### src/rtl/reorder_buffer_pkg.sv
// Shared types and constants for the reorder buffer.
//   rob_pos_t  : ROB tag / pointer (tag 0 is reserved and never allocated)
//   reg_pos_t  : architectural register index (0 = no destination)
//   data_t     : 32-bit datapath word
//   commit_t   : registered commit/redirect bundle driven toward the register file
package reorder_buffer_pkg;

    localparam int ROB_SIZE   = 16;
    localparam int ROB_WIDTH  = 4;
    localparam int REG_WIDTH  = 5;
    localparam int DATA_WIDTH = 32;

    typedef logic [ROB_WIDTH-1:0]  rob_pos_t;
    typedef logic [REG_WIDTH-1:0]  reg_pos_t;
    typedef logic [DATA_WIDTH-1:0] data_t;

    localparam rob_pos_t ZERO_ROB  = '0;
    localparam rob_pos_t FIRST_ROB = rob_pos_t'(1);
    localparam rob_pos_t LAST_ROB  = rob_pos_t'(ROB_SIZE - 1);
    localparam reg_pos_t ZERO_REG  = '0;
    localparam data_t    ZERO_WORD = '0;

    typedef struct packed {
        reg_pos_t creg;
        rob_pos_t rob;
        data_t    value;
        logic     xbp;
        data_t    xbp_pc;
    } commit_t;

    // Fetch restarts at the resolved target when taken, otherwise at the
    // fall-through instruction (wraps modulo 2^32).
    function automatic data_t redirect_pc(logic taken, data_t target, data_t pc);
        return taken ? target : pc + 32'd4;
    endfunction

endpackage

### src/rtl/reorder_buffer_if.sv
// Handshake bundle between the issue/CDB/decoder side and the reorder buffer.
//   in_issue_*   : allocation request (valid, dest reg, branch info, pc)
//   out_issue_*  : tag for the next allocation, full flag
//   in_cdb_*     : result broadcast (tag, value, resolved direction/target)
//   in_query_*   : operand tags looked up by the decoder
//   out_query_*  : ready flag and value for each looked-up tag
//   out_commit_* : registered retire port toward the register file
//   out_xbp*     : mispredict flush pulse and redirect pc
// Modports: slave = reorder buffer, master = the block driving issue/CDB/query.
interface reorder_buffer_if;
    import reorder_buffer_pkg::*;

    logic     in_issue_valid;
    reg_pos_t in_issue_dest_reg;
    logic     in_issue_is_branch;
    logic     in_issue_pred_taken;
    data_t    in_issue_pc;
    rob_pos_t out_issue_tag;
    logic     out_full;

    logic     in_cdb_valid;
    rob_pos_t in_cdb_tag;
    data_t    in_cdb_value;
    logic     in_cdb_taken;
    data_t    in_cdb_target;

    rob_pos_t in_query_tag1;
    rob_pos_t in_query_tag2;
    logic     out_query_ready1;
    logic     out_query_ready2;
    data_t    out_query_value1;
    data_t    out_query_value2;

    reg_pos_t out_commit_reg;
    rob_pos_t out_commit_rob;
    data_t    out_commit_value;
    logic     out_xbp;
    data_t    out_xbp_pc;

    modport slave (
        input  in_issue_valid, in_issue_dest_reg, in_issue_is_branch, in_issue_pred_taken, in_issue_pc,
        output out_issue_tag, out_full,
        input  in_cdb_valid, in_cdb_tag, in_cdb_value, in_cdb_taken, in_cdb_target,
        input  in_query_tag1, in_query_tag2,
        output out_query_ready1, out_query_ready2, out_query_value1, out_query_value2,
        output out_commit_reg, out_commit_rob, out_commit_value, out_xbp, out_xbp_pc
    );

    modport master (
        output in_issue_valid, in_issue_dest_reg, in_issue_is_branch, in_issue_pred_taken, in_issue_pc,
        input  out_issue_tag, out_full,
        output in_cdb_valid, in_cdb_tag, in_cdb_value, in_cdb_taken, in_cdb_target,
        output in_query_tag1, in_query_tag2,
        input  out_query_ready1, out_query_ready2, out_query_value1, out_query_value2,
        input  out_commit_reg, out_commit_rob, out_commit_value, out_xbp, out_xbp_pc
    );

endinterface

### src/rtl/reorder_buffer_ptr_inc.sv
// Wrapping ROB pointer increment: 1,2,...,15 then back to 1, skipping the
// reserved tag 0.
//   ptr      : current pointer
//   ptr_next : pointer after one advance
module rob_ptr_inc
    import reorder_buffer_pkg::*;
(
    input  rob_pos_t ptr,
    output rob_pos_t ptr_next
);

    assign ptr_next = (ptr == LAST_ROB) ? FIRST_ROB : ptr + rob_pos_t'(1);

endmodule

### src/rtl/reorder_buffer.sv
// Tomasulo reorder buffer. Allocates tags at issue, captures CDB results,
// retires in program order onto the register-file commit port and raises the
// branch-mispredict flush at commit.
//   clk  : clock, all state updates on posedge
//   rst  : synchronous active-high reset
//   rdy  : global ready; state frozen and commit outputs idle when low
//   bus  : reorder_buffer_if.slave (issue, CDB, operand query, commit, xbp)
module reorder_buffer
    import reorder_buffer_pkg::*;
(
    input  logic clk,
    input  logic rst,
    input  logic rdy,
    reorder_buffer_if.slave bus
);

    logic [ROB_SIZE-1:0] ent_valid;
    logic [ROB_SIZE-1:0] ent_ready;
    logic [ROB_SIZE-1:0] ent_is_branch;
    logic [ROB_SIZE-1:0] ent_pred;
    logic [ROB_SIZE-1:0] ent_taken;
    reg_pos_t            ent_dest   [ROB_SIZE];
    data_t               ent_value  [ROB_SIZE];
    data_t               ent_target [ROB_SIZE];
    data_t               ent_pc     [ROB_SIZE];

    rob_pos_t head, tail, head_inc, tail_inc;
    logic [ROB_WIDTH-1:0] count;

    logic    full, issue_fire, commit_fire, mispredict, cdb_hit;
    commit_t commit_d, commit_q;

    logic [1:0][ROB_WIDTH-1:0]  q_tag;
    logic [1:0]                 q_ready;
    logic [1:0][DATA_WIDTH-1:0] q_value;

    rob_ptr_inc u_head_inc (.ptr(head), .ptr_next(head_inc));
    rob_ptr_inc u_tail_inc (.ptr(tail), .ptr_next(tail_inc));

    // Full comes from the registered count, so a commit frees its slot for
    // issue only on the following cycle.
    assign full = (count == LAST_ROB);

    assign cdb_hit = bus.in_cdb_valid && (bus.in_cdb_tag != ZERO_ROB) && ent_valid[bus.in_cdb_tag];

    always_comb begin
        commit_fire = rdy && ent_valid[head] && ent_ready[head];
        mispredict  = commit_fire && ent_is_branch[head] && (ent_taken[head] != ent_pred[head]);
        // A flush wipes the window, so an issue in the same cycle is dropped.
        issue_fire  = rdy && bus.in_issue_valid && !full && !mispredict;
        commit_d    = '0;
        if (commit_fire) begin
            commit_d.creg  = ent_is_branch[head] ? ZERO_REG : ent_dest[head];
            commit_d.rob   = head;
            commit_d.value = ent_value[head];
            commit_d.xbp   = mispredict;
            if (mispredict) begin
                commit_d.xbp_pc = redirect_pc(ent_taken[head], ent_target[head], ent_pc[head]);
            end
        end
    end

    // Operand lookup with CDB bypass so the decoder sees a result in the same
    // cycle it is broadcast.
    assign q_tag[0] = bus.in_query_tag1;
    assign q_tag[1] = bus.in_query_tag2;

    always_comb begin
        q_ready = '0;
        q_value = '0;
        for (int i = 0; i < 2; i++) begin
            if ((q_tag[i] != ZERO_ROB) && ent_valid[q_tag[i]]) begin
                if (bus.in_cdb_valid && (bus.in_cdb_tag == q_tag[i])) begin
                    q_ready[i] = 1'b1;
                    q_value[i] = bus.in_cdb_value;
                end else if (ent_ready[q_tag[i]]) begin
                    q_ready[i] = 1'b1;
                    q_value[i] = ent_value[q_tag[i]];
                end
            end
        end
    end

    always_ff @(posedge clk) begin
        if (rst) begin
            head      <= FIRST_ROB;
            tail      <= FIRST_ROB;
            count     <= '0;
            ent_valid <= '0;
            ent_ready <= '0;
            commit_q  <= '0;
        end else if (!rdy) begin
            commit_q <= '0;
        end else begin
            commit_q <= commit_d;

            if (cdb_hit) begin
                ent_ready[bus.in_cdb_tag]  <= 1'b1;
                ent_value[bus.in_cdb_tag]  <= bus.in_cdb_value;
                ent_taken[bus.in_cdb_tag]  <= bus.in_cdb_taken;
                ent_target[bus.in_cdb_tag] <= bus.in_cdb_target;
            end

            if (issue_fire) begin
                ent_valid[tail]     <= 1'b1;
                ent_ready[tail]     <= 1'b0;
                ent_dest[tail]      <= bus.in_issue_dest_reg;
                ent_is_branch[tail] <= bus.in_issue_is_branch;
                ent_pred[tail]      <= bus.in_issue_pred_taken;
                ent_pc[tail]        <= bus.in_issue_pc;
                tail                <= tail_inc;
            end

            if (commit_fire) begin
                ent_valid[head] <= 1'b0;
                ent_ready[head] <= 1'b0;
                head            <= head_inc;
            end

            case ({issue_fire, commit_fire})
                2'b10:   count <= count + 1'b1;
                2'b01:   count <= count - 1'b1;
                default: count <= count;
            endcase

            if (mispredict) begin
                ent_valid <= '0;
                ent_ready <= '0;
                head      <= FIRST_ROB;
                tail      <= FIRST_ROB;
                count     <= '0;
            end
        end
    end

    assign bus.out_issue_tag    = tail;
    assign bus.out_full         = full;
    assign bus.out_query_ready1 = q_ready[0];
    assign bus.out_query_ready2 = q_ready[1];
    assign bus.out_query_value1 = q_value[0];
    assign bus.out_query_value2 = q_value[1];
    assign bus.out_commit_reg   = commit_q.creg;
    assign bus.out_commit_rob   = commit_q.rob;
    assign bus.out_commit_value = commit_q.value;
    assign bus.out_xbp          = commit_q.xbp;
    assign bus.out_xbp_pc       = commit_q.xbp_pc;

endmodule
### src/flat_wrapper.sv
// flat-port wrapper written by rule: the top's interface ports become plain ports
module reorder_buffer_flat import reorder_buffer_pkg::*;
  (clk, rst, rdy, bus_in_issue_valid, bus_in_issue_dest_reg, bus_in_issue_is_branch, bus_in_issue_pred_taken, bus_in_issue_pc, bus_out_issue_tag, bus_out_full, bus_in_cdb_valid, bus_in_cdb_tag, bus_in_cdb_value, bus_in_cdb_taken, bus_in_cdb_target, bus_in_query_tag1, bus_in_query_tag2, bus_out_query_ready1, bus_out_query_ready2, bus_out_query_value1, bus_out_query_value2, bus_out_commit_reg, bus_out_commit_rob, bus_out_commit_value, bus_out_xbp, bus_out_xbp_pc);
  reorder_buffer_if bus_i ();
  input  logic clk;
  input  logic rst;
  input  logic rdy;
  input wire logic [$bits(bus_i.in_issue_valid)-1:0] bus_in_issue_valid;
  input wire logic [$bits(bus_i.in_issue_dest_reg)-1:0] bus_in_issue_dest_reg;
  input wire logic [$bits(bus_i.in_issue_is_branch)-1:0] bus_in_issue_is_branch;
  input wire logic [$bits(bus_i.in_issue_pred_taken)-1:0] bus_in_issue_pred_taken;
  input wire logic [$bits(bus_i.in_issue_pc)-1:0] bus_in_issue_pc;
  output wire logic [$bits(bus_i.out_issue_tag)-1:0] bus_out_issue_tag;
  output wire logic [$bits(bus_i.out_full)-1:0] bus_out_full;
  input wire logic [$bits(bus_i.in_cdb_valid)-1:0] bus_in_cdb_valid;
  input wire logic [$bits(bus_i.in_cdb_tag)-1:0] bus_in_cdb_tag;
  input wire logic [$bits(bus_i.in_cdb_value)-1:0] bus_in_cdb_value;
  input wire logic [$bits(bus_i.in_cdb_taken)-1:0] bus_in_cdb_taken;
  input wire logic [$bits(bus_i.in_cdb_target)-1:0] bus_in_cdb_target;
  input wire logic [$bits(bus_i.in_query_tag1)-1:0] bus_in_query_tag1;
  input wire logic [$bits(bus_i.in_query_tag2)-1:0] bus_in_query_tag2;
  output wire logic [$bits(bus_i.out_query_ready1)-1:0] bus_out_query_ready1;
  output wire logic [$bits(bus_i.out_query_ready2)-1:0] bus_out_query_ready2;
  output wire logic [$bits(bus_i.out_query_value1)-1:0] bus_out_query_value1;
  output wire logic [$bits(bus_i.out_query_value2)-1:0] bus_out_query_value2;
  output wire logic [$bits(bus_i.out_commit_reg)-1:0] bus_out_commit_reg;
  output wire logic [$bits(bus_i.out_commit_rob)-1:0] bus_out_commit_rob;
  output wire logic [$bits(bus_i.out_commit_value)-1:0] bus_out_commit_value;
  output wire logic [$bits(bus_i.out_xbp)-1:0] bus_out_xbp;
  output wire logic [$bits(bus_i.out_xbp_pc)-1:0] bus_out_xbp_pc;
  assign bus_i.in_issue_valid = bus_in_issue_valid;
  assign bus_i.in_issue_dest_reg = bus_in_issue_dest_reg;
  assign bus_i.in_issue_is_branch = bus_in_issue_is_branch;
  assign bus_i.in_issue_pred_taken = bus_in_issue_pred_taken;
  assign bus_i.in_issue_pc = bus_in_issue_pc;
  assign bus_out_issue_tag = bus_i.out_issue_tag;
  assign bus_out_full = bus_i.out_full;
  assign bus_i.in_cdb_valid = bus_in_cdb_valid;
  assign bus_i.in_cdb_tag = bus_in_cdb_tag;
  assign bus_i.in_cdb_value = bus_in_cdb_value;
  assign bus_i.in_cdb_taken = bus_in_cdb_taken;
  assign bus_i.in_cdb_target = bus_in_cdb_target;
  assign bus_i.in_query_tag1 = bus_in_query_tag1;
  assign bus_i.in_query_tag2 = bus_in_query_tag2;
  assign bus_out_query_ready1 = bus_i.out_query_ready1;
  assign bus_out_query_ready2 = bus_i.out_query_ready2;
  assign bus_out_query_value1 = bus_i.out_query_value1;
  assign bus_out_query_value2 = bus_i.out_query_value2;
  assign bus_out_commit_reg = bus_i.out_commit_reg;
  assign bus_out_commit_rob = bus_i.out_commit_rob;
  assign bus_out_commit_value = bus_i.out_commit_value;
  assign bus_out_xbp = bus_i.out_xbp;
  assign bus_out_xbp_pc = bus_i.out_xbp_pc;
  reorder_buffer u_core (.clk(clk), .rst(rst), .rdy(rdy), .bus(bus_i));
endmodule
### config.mk
export PLATFORM = sky130hd
export DESIGN_NAME = reorder_buffer_flat
export DESIGN_NICKNAME = d
export VERILOG_FILES = /design/src/rtl/reorder_buffer_pkg.sv /design/src/rtl/reorder_buffer_if.sv /design/src/rtl/reorder_buffer_ptr_inc.sv /design/src/rtl/reorder_buffer.sv /design/src/flat_wrapper.sv
export SDC_FILE = /design/constraint.sdc
export NUM_CORES = 2
export LEC_CHECK = 0
export CAP_MARGIN = 25
export CORE_UTILIZATION = 55
export CTS_CLUSTER_DIAMETER = 50
export DETAILED_ROUTE_END_ITERATION = 12
export PLACE_DENSITY = 0.81
export SLEW_MARGIN = 15
export SYNTH_ARGS = -nofsm -noshare
export SYNTH_HDL_FRONTEND = slang
export SYNTH_SLANG_ARGS = --single-unit
### constraint.sdc
create_clock -name clk -period 6 [get_ports clk]
set_input_delay 0.6 -clock clk [delete_from_list [all_inputs] [get_ports clk]]
set_output_delay 0.6 -clock clk [all_outputs]
set_load 0.1 [all_outputs]
Yosys cells after proc, flatten, opt, wreduce, memory -nomap -nowiden:

Memory sizes are Yosys's and may differ from the RTL's. A register that Yosys moved wholly into a read port is not among the register bits.
Index checks and enable logic that the tools add are counted.

* bits in registers: 129
* bits in latches: 0
* bits in writable memories: 1616
* ROM bits: 0
* input bits: 121
* word-level logic and storage cells: 154
* memories: 4

Memory list
* u_core.ent_pc: words 16, bits a word 32, read ports 1, clocked after memory_dff 1, write ports 1, line reorder_buffer.sv:25 `data_t ent_pc [ROB_SIZE];`
* u_core.ent_target: words 16, bits a word 32, read ports 1, clocked after memory_dff 1, write ports 1, line reorder_buffer.sv:24 `data_t ent_target [ROB_SIZE];`
* u_core.ent_value: words 16, bits a word 32, read ports 3, clocked after memory_dff 1, write ports 1, line reorder_buffer.sv:23 `data_t ent_value [ROB_SIZE];`
* u_core.ent_dest: words 16, bits a word 5, read ports 1, clocked after memory_dff 1, write ports 1, line reorder_buffer.sv:22 `reg_pos_t ent_dest [ROB_SIZE];`

* $add $sub $neg: 5
* $mul: 0
* div/mod/pow operators: 0
* order comparisons: 8
* equal/unequal tests: 8
* shift-type cells: 0
* mux-type cells: 75
* bitwise logic cells: 11
* reduce and logical (&&, ||, !) cells: 32

Operator list (number)
* 32-bit 2-to-1 mux: 7
* 16-bit 2-to-1 mux: 13
* 16-bit bitwise AND: 3
* 16-bit bitwise mux: 3
* 4-bit 2-to-1 mux: 11
* 1-bit binary-select mux with 4-bit select: 10
* 32-bit by 3-bit adder with 32-bit output, second input constant: 1
* 16-bit NOT: 2
* 16-bit bitwise OR: 2
* 1-bit 2-to-1 mux: 27
* 4-bit by 5-bit < comparator with 1-bit output, second input constant: 5
* 1-bit logical AND: 16
* 4-bit by 1-bit adder with 4-bit output, second input constant: 3
* 1-bit demux with 4-bit select: 3
* 4-bit equality test, second input constant: 3
* 4-bit by 1-bit greater-or-equal comparator with 1-bit output, second input constant: 3
* 4-bit nonzero test: 3
* 4-bit equality test: 2
* 4-bit case mux with 2 select lines: 1
* 4-bit OR reduction: 2
* 2-bit AND reduction: 3
* 3-bit AND reduction: 2
* 1-bit NOT: 4
* 2-bit nonzero test: 2
* other kinds (7): 8

Logic depth before layout (Yosys ltp):

* depth after elaboration: 15
* mapped depth: 17
* gate-level depth less buffers: 14

Cells and area by module:

From an unflattened synthesis, not the netlist that was laid out.

* cells, all modules: 3782
* area, all modules: 77545.6 um^2

Modules (own cells, without submodules)
* reorder_buffer: instances 1, cells each 3764, area each 77413.0 um^2, seq. area each 52410.3 um^2
* rob_ptr_inc: instances 2, cells each 9, area each 66.3 um^2, seq. area each 0.0 um^2

Least setup slack after synthesis:

No wires, ideal clock.

* path type: flip-flop to flip-flop
* from: register u_core.head[1]
* to: memory u_core.ent_dest[5][0] in the netlist's numbering (enable)
* setup time: 477 ps
* data arrival time: 5242 ps
* required time: 5523 ps
* path slack: 281 ps
* stages on the path, launching flop included: 11
* path buffers: 3
* period minus slack after synthesis: 5719 ps
* cell sequence: dfxtp_1 -> clkbuf_1 -> buf_1 -> mux4_2 -> a22o_1 -> a221oi_1 -> xor2_2 -> nand3_1 -> buf_2 -> nand3_1 -> nor3_1

* cells in the longest elaborated chain, start to end: 12

Ends and longest elaborated chain
* from (decl): line reorder_buffer.sv:27 `rob_pos_t head, tail, head_inc, tail_inc;`
* from (signal assigned): line reorder_buffer.sv:117 `head <= head_inc;`
* 1-bit binary-select mux with 4-bit select: line reorder_buffer.sv:47 `commit_fire = rdy && ent_valid[head] && ent_ready[head];`
* 1-bit 2-to-1 mux (implied by the code): line reorder_buffer.sv:47
* 1-bit logical AND (2 in a row): line reorder_buffer.sv:47
* 1-bit logical AND: line reorder_buffer.sv:48 `mispredict = commit_fire && ent_is_branch[head] && (ent_taken[head] != ent_pred[head]);`
* 1-bit logical AND (*): line reorder_buffer.sv:48
* 1-bit logical NOT (*): line reorder_buffer.sv:50 `issue_fire = rdy && bus.in_issue_valid && !full && !mispredict;`
* 1-bit logical AND (*): line reorder_buffer.sv:50
* 1-bit 2-to-1 mux (*): line reorder_buffer.sv:104 `if (issue_fire) begin`
* 1-bit 2-to-1 mux (*): line reorder_buffer.sv:92 `end else if (!rdy) begin`
* 1-bit 2-to-1 mux (*): line reorder_buffer.sv:85 `if (rst) begin`
* 1-bit 2-to-1 mux (implied by the code) (*): line reorder_buffer.sv:107 `ent_dest[tail] <= bus.in_issue_dest_reg;`
* to (decl): line reorder_buffer.sv:22

Every way passes the cells marked *; elsewhere a longest branch is shown, timed or not. The select of a mux whose other input is x is not followed.

Worst setup path after layout:

* from: register u_core.head[1]
* to: memory u_core.ent_pc[12][5] in the netlist's numbering (enable)

* cells in the longest elaborated chain, start to end: 12

Ends and longest elaborated chain
* 1-bit binary-select mux with 4-bit select: line reorder_buffer.sv:47
* 1-bit 2-to-1 mux (implied by the code): line reorder_buffer.sv:47
* 1-bit logical AND (2 in a row): line reorder_buffer.sv:47
* 1-bit logical AND: line reorder_buffer.sv:48
* 1-bit logical AND (*): line reorder_buffer.sv:48
* 1-bit logical NOT (*): line reorder_buffer.sv:50
* 1-bit logical AND (*): line reorder_buffer.sv:50
* 1-bit 2-to-1 mux (*): line reorder_buffer.sv:104
* 1-bit 2-to-1 mux (*): line reorder_buffer.sv:92
* 1-bit 2-to-1 mux (*): line reorder_buffer.sv:85
* 1-bit 2-to-1 mux (implied by the code) (*): line reorder_buffer.sv:110 `ent_pc[tail] <= bus.in_issue_pc;`
* to (decl): line reorder_buffer.sv:25

Marks and branches as above.

==> flow_summary.toml <==
[run_status]
status = "finished, final reports clean"

[timing]
fmax_mhz = 220
skew_ns = 0.0723
min_period_ns = 4.54
rsz0062_at_grt = "no"
fin_crit_sh_pct = 75.6
setup_tns_ns = 0
setup_viol = 0
final_max_slew_viol_count = 0
tightest_slew_ns = 1.12
slew-limit-headroom_pct = 25.6
finalHoldViolCount = 0

[synthesis]
netlist_instances = 3770
yosys_warnings = 0
synthTopCellsByCount = "edfxtp_1 (1664), mux4_2 (784), nand2_1 (208)"
synth_top_area_cell = "edfxtp_1"
ys.flop_type = "edfxtp_1"
synth-seq-cells = 1786
mappedNetlistArea_um2 = 77500
synth_area_leaders = "edfxtp_1 (64%), mux4_2 (23%), dfxtp_1 (3.2%)"
synth.most_common_cell = "edfxtp_1"
yosysSeqAreaShare_pct = 67.6
ys_async_sr_fraction_pct = 0
synth_cell_types = 76
avgSynthCellArea_um2 = 20.6
synth_top_area_share_pct = 64.5
synth_edf_count = 1664

[worst_hold_path]
worstHoldEndpoint = "u_core.ent_valid[13]"
hold_start = "rst"
min-delay-path-class = "in -> reg"
hold_depth = 3

[cts]
clk_latency_ns = 0.83
post_cts_buffers = 0
cts_root_buf = "clkbuf_16"
cts-htree-levels = 4
cts_tree = "yes"
cts.sinks = 1786
clockBufferDepth = 3
clk_pin_slew_ns = 0.06
cts-buffers-inserted = 181
ctsHoldBuffers = 0
cts-resized-gates = 0

[placed_design]
dp_hpwl_mm = 114
gp_congestion = 0.897
io_buffers = 265

[cells_and_area]
fin_nets = 4255
drive_gt1_share_pct = 30.1
syn2layout_area_growth_pct = 14.4
largestRegisters = "u_core.ent_pc x512, u_core.ent_target x512, u_core.ent_value x512"
fillers = 8868

[route]
drc = 0
drt_iter0_markers = 6479
dr.pass1.iters = 7
via_per_inst = 6.98
antenna_left = 0
vias = 42980
totalWireLength_mm = 207
wire_per_inst_um = 33.6

[pwr]
finalPower_mw = 26.0
vdd_drop_max_v = 0.000264
p_leak_nw = 28.3
p_per_area_nw_per_um2 = 293

[critical_path]
cp_slowest_cell = "dfxtp_4"
worst_setup_path_end_kind = "flop"
rr_worst_depth = 9
path_delay_family = "simple AND/OR/NAND/NOR gates"
r2r-end = "u_core.ent_pc[12][5]"
max_stage_delay_ns = 0.83
r2r-start = "u_core.head[1]"
worstPathCellList = "inv_1, mux4_2, mux2i_1, a22o_1, buf_4, nand3_1, nand3_1, nor3_2, buf_4"
required_ns = 6.43
arrival_ns = 4.96
crit_path_start_kind = "flop"
critPathKind = "reg -> reg"
rrSetupSlack_ns = 1.46
worstPathMaxFanout = 50
worst-path-buf-inv = 3

[floorplanning]
rows = 137
die_w_um = 377
io_pins = 266
core_area_um2 = 140000
initial_core_util_pct = 55.5
die_area_um2 = 142000
die_y_um = 377

[global_routing]
grt_max_degree = 109
grt_pass1_vias = 43027
grt_overflow_total = 0
grt_antenna_before_repair = 28
grt_first_pass_wirelength_mm = 299
grt_usage_pct = 29.4

[job]
max-cap-violations = 0
[layout make-up]
cell class,count,area [um2],share of cell area (%)
antenna,10,25.0,0.0282
clock buffer,232,4750,5.36
clock inverter,105,1250,1.41
inverter,21,82.6,0.0932
multi-input combinational,1768,24200,27.3
sequential,1786,52400,59.2
tap,1876,2350,2.65
timing repair buffer,363,3510,3.96
[cells in the final DEF (no fill, tap or decap), types with 7 or more instances in the layout]
master,count
nor2b_1,49
ha_1,13
mux4_2,784
a21oi_1,90
nand2_1,208
bufinv_16,17
inv_6,12
a221oi_1,18
nor2_1,85
clkbuf_1,48
mux4_1,35
xor2_1,15
clkinv_1,31
nor4_1,12
conb_1,65
clkinv_2,24
buf_4,144
nand4_1,13
xnor2_1,24
mux2_2,12
nor3_2,12
o21ai_0,49
clkinv_16,7
dfxtp_1,116
nor3_1,35
a22oi_1,22
a31oi_1,17
buf_12,20
diode_2,10
inv_1,19
nor2_4,19
a211oi_1,9
nand3_1,27
edfxtp_1,1664
mux2i_1,52
nand2b_1,13
clkdlybuf4s50_1,190
clkbuf_16,181
[power breakdown]
part	internal, mW	switching, mW
combinational	0.386	0.537
clock	6.43	4.94
sequential	13.7	0.0305
total	20.5	5.51
[per-layer routing]
metal / vias to the layer above / global-route usage (%) / wire, um
met5: - / 0 / 103
met4: 18 / 12.8 / 9420
met3: 545 / 6.56 / 24100
met2: 3378 / 46.7 / 101000
met1: 22310 / 39.4 / 72800
li1: 16729 / - / -
[kinds of logic (layout without fill, tap and decap cells)]
group,count (synthesis),after routing,share of synthesized area [%]
buf+inv,280,721,1.70
xor+xnor,40,40,0.462
simple gates,510,510,3.07
mux,883,883,24.8
compound gates,257,257,2.13
other cells,1,75,0.00484
fa+ha+maj,13,13,0.210
flops,1786,1786,67.6
[tightest hold or removal path, delay by kind of cell]
family | cells | cell delay, ns
AND/OR/NAND/NOR | 1 | 0.22
buffers and inverters | 2 | 0.44
[through the flow]
step	util [%]	instance area [um2]	setup WS [ns]	std cells	hold slack, ns
2_1_floorplan	-	77800	0.281	3834	0.444
3_3_place_gp	59.1	82500	1.01	5810	0.498
3_5_place_dp	59.1	82600	1.09	5813	0.507
4_1_cts	63.4	88600	1.58	6150	0.449
5_1_grt	63.4	88600	1.18	6158	0.497
6_report	63.4	88600	1.46	6161	0.510
[worst max path at each step]
stage / endpoint / cells after the start / slack [ns] / start
CTS: u_core.count[3] / 14 / 1.58 / u_core.head[1]
floorplan: u_core.ent_dest[5][0] / 10 / 0.28 / u_core.head[1]
detailed placement: u_core.ent_value[14][14] / 8 / 1.09 / bus_in_cdb_tag[0]
global placement: u_core.ent_value[6][13] / 8 / 1.01 / bus_in_cdb_tag[0]
finish: u_core.ent_pc[12][5] / 9 / 1.46 / u_core.head[1]
global route: u_core.count[3] / 14 / 1.18 / u_core.head[1]
No activity file was read; power rests on OpenSTA's default activity.
